==> config.mk <==
export PLATFORM = sky130hd
export DESIGN_NAME = scsi_bus_arbiter
export DESIGN_NICKNAME = d
export VERILOG_FILES = /design/src/rtl/scsi_bus_arbiter.sv
export SDC_FILE = /design/constraint.sdc
export NUM_CORES = 1
export LEC_CHECK = 0
export BUFFER_PORTS_ARGS = -buffer_cell sky130_fd_sc_hd__buf_2
export CAP_MARGIN = 20
export CORE_MARGIN = 10
export CORE_UTILIZATION = 40
export CTS_CLUSTER_SIZE = 8
export DETAILED_ROUTE_END_ITERATION = 7
export PLACE_DENSITY = 0.7
export REMOVE_ABC_BUFFERS = 1
export SYNTH_ARGS = -nofsm -noshare
export SYNTH_HDL_FRONTEND = slang
export SYNTH_SLANG_ARGS = --single-unit
==> constraint.sdc <==
create_clock -name CLK -period 1.4 [get_ports CLK]
set_input_delay 0.21 -clock CLK [delete_from_list [all_inputs] [get_ports CLK]]
set_output_delay 0.21 -clock CLK [all_outputs]
set_load 0.02 [all_outputs]
==> src/rtl/scsi_bus_arbiter.sv <==
// scsi_bus_arbiter: shares the SCSI IC between CPU register accesses and length-limited DMA bursts.
// Optional watchdog on stuck CPU waits is built only when SCSI_ARB_WATCHDOG_EN is defined.
module scsi_bus_arbiter #(
    parameter int BURST_LEN = 16,
    parameter int WD_LIMIT  = 255
) (
    input  logic       CLK,
    input  logic       nRESET,
    input  logic       CPUREQ_IN,
    input  logic       DREQ_,
    input  logic       DMAENA,
    input  logic       SM_IDLE,
    input  logic       INCBO,
    output logic       CCPUREQ,
    output logic       CDREQ_,
    output logic       GNT_CPU,
    output logic       GNT_DMA,
    output logic [7:0] BURST_CNT,
    output logic       ARB_TIMEOUT
);
    typedef enum logic [2:0] {IDLE, DMA_OWN, CPU_WAIT, CPU_GRANT, CPU_BUSY} state_t;
    localparam logic [7:0] blen = 8'(BURST_LEN);
    state_t state, nxt;
    logic [1:0] idle_cnt;
    logic wd_hit;
`ifdef SCSI_ARB_WATCHDOG_EN
    localparam int WDW = $clog2(WD_LIMIT + 1);
    logic [WDW-1:0] wd_cnt;
    logic wd_state;
    assign wd_state = (state == CPU_WAIT) || (state == CPU_BUSY);
    assign wd_hit = wd_state && (wd_cnt == WDW'(WD_LIMIT - 1));
    always_ff @(posedge CLK) begin
        if (!nRESET) begin
            wd_cnt      <= '0;
            ARB_TIMEOUT <= 1'b0;
        end else begin
            wd_cnt      <= (wd_state && !wd_hit) ? wd_cnt + 1'b1 : '0;
            ARB_TIMEOUT <= wd_hit;
        end
    end
`else
    localparam int unused_wd_limit = WD_LIMIT;
    assign wd_hit      = 1'b0;
    assign ARB_TIMEOUT = 1'b0;
`endif
    always_comb begin
        nxt = state;
        case (state)
            IDLE:      nxt = CPUREQ_IN ? CPU_WAIT : (!DREQ_ && DMAENA) ? DMA_OWN : IDLE;
            DMA_OWN:   nxt = (CPUREQ_IN && (BURST_CNT == blen || DREQ_ || !DMAENA)) ? CPU_WAIT :
                             (!DMAENA || (DREQ_ && SM_IDLE)) ? IDLE : DMA_OWN;
            CPU_WAIT:  nxt = !CPUREQ_IN ? IDLE : (idle_cnt == 2'd2) ? CPU_GRANT : CPU_WAIT;
            CPU_GRANT: nxt = SM_IDLE ? CPU_GRANT : CPU_BUSY;
            CPU_BUSY:  nxt = (SM_IDLE && !CPUREQ_IN) ? IDLE : CPU_BUSY;
            default:   nxt = IDLE;
        endcase
        if (wd_hit) nxt = IDLE;
    end
    // idle_cnt counts consecutive SM_IDLE samples in CPU_WAIT; two are needed to cover the mask latency
    always_ff @(posedge CLK) begin
        if (!nRESET) begin
            state     <= IDLE;
            idle_cnt  <= 2'd0;
            CCPUREQ   <= 1'b0;
            CDREQ_    <= 1'b1;
            GNT_CPU   <= 1'b0;
            GNT_DMA   <= 1'b0;
            BURST_CNT <= 8'd0;
        end else begin
            state     <= nxt;
            idle_cnt  <= (state != CPU_WAIT || !SM_IDLE) ? 2'd0 :
                         (idle_cnt == 2'd2) ? idle_cnt : idle_cnt + 2'd1;
            CCPUREQ   <= nxt == CPU_GRANT;
            CDREQ_    <= (nxt == DMA_OWN) ? DREQ_ : 1'b1;
            GNT_CPU   <= nxt inside {CPU_WAIT, CPU_GRANT, CPU_BUSY};
            GNT_DMA   <= nxt == DMA_OWN;
            BURST_CNT <= (state != DMA_OWN && nxt == DMA_OWN) ? 8'd0 :
                         (state == DMA_OWN && INCBO && BURST_CNT < blen) ? BURST_CNT + 8'd1 : BURST_CNT;
        end
    end
endmodule

==> flow_summary.json <==
{
  "start_kind": "flop",
  "ys.warnings.count": 0,
  "max_freq_mhz": 657,
  "pwr-share-clk": 0.306,
  "rrSetupSlack_ns": -0.12,
  "rsz0062_at_grt": "yes",
  "place_area_um2": 1070,
  "fillerInstances": 182,
  "cts_buffer_depth": 2,
  "row_count": 16,
  "synth_largest_area_cell": "dfxtp_1",
  "cts.sinks": 17,
  "yosysMostFrequentCell": "dfxtp_1",
  "first_iter_violations": 11,
  "holdWs_ns": 0.128,
  "vias": 790,
  "via_per_inst": 4.97,
  "ant_nets": 0,
  "yosysSeqAreaShare": 0.426,
  "maxCapViolCount": 0,
  "cp.required_ns": 1.60,
  "netlist_area_um2": 798,
  "synth-seq-cells": 17,
  "first_global_vias": 849,
  "synth_edf_count": 0,
  "setup_viol": 2,
  "path_class": "reg2reg",
  "critical_path.cell_chain": "or4_4 > nor2_4 > a21oi_2 > a2111o_1",
  "min_from": "DREQ_",
  "cts_tree": "done",
  "power.switching_mw": 0.225,
  "overflow": 0,
  "dieArea_um2": 4180,
  "final_cells": 159,
  "root_buffer": "clkbuf_4",
  "hold_viol": 0,
  "core_um2": 1920,
  "gp_congestion": 0.851,
  "final_core_util": 0.605,
  "path_max_fanout": 2,
  "pre_cts_ws_ns": -0.203,
  "seqPwrFrac": 0.565,
  "p_sw_frac": 0.257,
  "final_net_count": 143,
  "final_area_um2": 1160,
  "total_power_mw": 0.876,
  "antenna-diode-count": 0,
  "path_buf_inv": 0,
  "finalSetupTns_ns": -0.171,
  "yosysUniqueCellTypes": 37,
  "syn_inst": 88,
  "synthArstFlopShare": 0,
  "grt_pass1_wl_um": 3550,
  "postSynthAreaPerCell_um2": 9.07,
  "hpwl_um": 1640,
  "first_pass_iters": 4,
  "worstPathArrival_ns": 1.72,
  "die_w_um": 64.7,
  "synthTopCellsByCount": "17 x dfxtp_1, 11 x nor2_1, 5 x nand2_1",
  "track_usage": 0.105,
  "r2r_end": "CDREQ_",
  "hold_path.class": "in2reg",
  "combPwrFrac": 0.129,
  "critical_path.slowest_cell": "or4_4",
  "insertion_delay_ns": 0.30,
  "drt-total-wl_um": 2060,
  "drive_above_1_share": 0.462,
  "crit_family": "simple AND/OR/NAND/NOR gates",
  "dp_cells": 153,
  "cts.hold.buffers_added": 0,
  "antenna_found_initial": 0,
  "finalMaxSlewViolations": 0,
  "min_period_ns": 1.52,
  "synth_top_area_frac": 0.426,
  "setup_ws_ns": -0.123,
  "initial_core_util": 0.415,
  "ir_worst_vdd_mv": 0.413,
  "area_delta_synth_final_pct": 45.6,
  "cp_slowest_stage_delay_ns": 0.55,
  "die_h_um": 64.7,
  "io-pin-count": 20,
  "synth_ff_type": "dfxtp_1",
  "cts_buffers": 3,
  "synthTopCellsByArea": "dfxtp_1 43%, nor2_1 5.2%, ha_1 4.7%",
  "violations": "negative setup slack",
  "post_drt_wl_per_cell_um": 13.0,
  "hold_depth": 2,
  "min_to": "CDREQ_",
  "period_share": 1.09,
  "grt_max_degree": 11,
  "internal_power_mw": 0.651,
  "drc_errors": 0,
  "status": "finished, violations left",
  "crit_path_end_kind": "flop",
  "h-tree-depth": 1,
  "r2r-start": "state[2]",
  "power_density_nw_per_um2": 754,
  "clkTransAtPathRegs_ns": 0.11,
  "leakage_nw": 0.543,
  "reg2regPathDepth": 4,
  "portBuffers": 18,
  "fin_skew_ns": 0.0158
}
## layout by cell type, fill, tap and decap left out, types with 3 or more instances in the layout
master     n
dfxtp_2    3
and2_1     3
buf_4     24
nand4_1    3
clkbuf_4   3
nor2_1    10
nand2b_1   3
ha_1       3
nand2_1    5
dfxtp_1   13
inv_1      4
buf_2     18
o21a_1     4
## how the worst max path moves through the flow
stage                       startpoint  endpoint  slack, ns  depth (start not counted)
final                         state[2]    CDREQ_      -0.12                          4
after global routing          state[2]    CDREQ_      -0.18                          4
after CTS                     state[2]    CDREQ_      -0.13                          4
after detailed placement  BURST_CNT[0]    CDREQ_      -0.20                          6
after global placement    BURST_CNT[0]    CDREQ_      -0.15                          6
after floorplan           BURST_CNT[0]    CDREQ_      -0.34                          6
## layer usage
layer / vias to the layer above / track usage / part of all wire
met5: - / 0 / 0
met3: 4 / 0.0430 / 0.074
met4: 0 / 0.0615 / 0.014
met2: 19 / 0.183 / 0.51
met1: 370 / 0.102 / 0.40
li1: 397 / - / -
## area by class of cell
type	instances	area (µm²)	share of cell area
Clock inverter	1	5.00	0.00431
Timing Repair Buffer	42	270	0.233
Tap cell	27	33.8	0.0291
Inverter	4	15.0	0.0129
Sequential cell	17	348	0.299
Clock buffer	3	22.5	0.0194
Multi-Input combinational cell	65	468	0.403
## power groups by stage
stage / combinational, mW / sequential [mW] / clock (mW)
2_1_floorplan: 0.0461 / 0.512 / 0
3_3_place_gp: 0.0998 / 0.507 / 0
3_5_place_dp: 0.104 / 0.508 / 0
4_1_cts: 0.111 / 0.495 / 0.275
5_1_grt: 0.124 / 0.496 / 0.294
6_report: 0.113 / 0.495 / 0.268
## registers in the layout (all words and copies together) (netlist names)
register,flops
CCPUREQ,1
state,3
GNT_DMA,1
BURST_CNT,8
GNT_CPU,1
CDREQ_,1
idle_cnt,2
## cells by family after synthesis
kind of cell / count (synthesis) / synth area share
fa+ha+maj: 3 / 0.0470
xor+xnor: 3 / 0.0329
simple gates: 40 / 0.288
flops: 17 / 0.426
mux: 1 / 0.0125
buf+inv: 6 / 0.0423
compound gates: 17 / 0.146
other cells: 1 / 0.00470
## what timing repair did
action                                  CTS  global route
endpoints found under the setup margin   13            12
buffers inserted                          2             0
resized for setup                         7             8
hold endpoints to repair                  0             0
pin swaps                                 4            10
No activity file was read; power rests on OpenSTA's default activity.
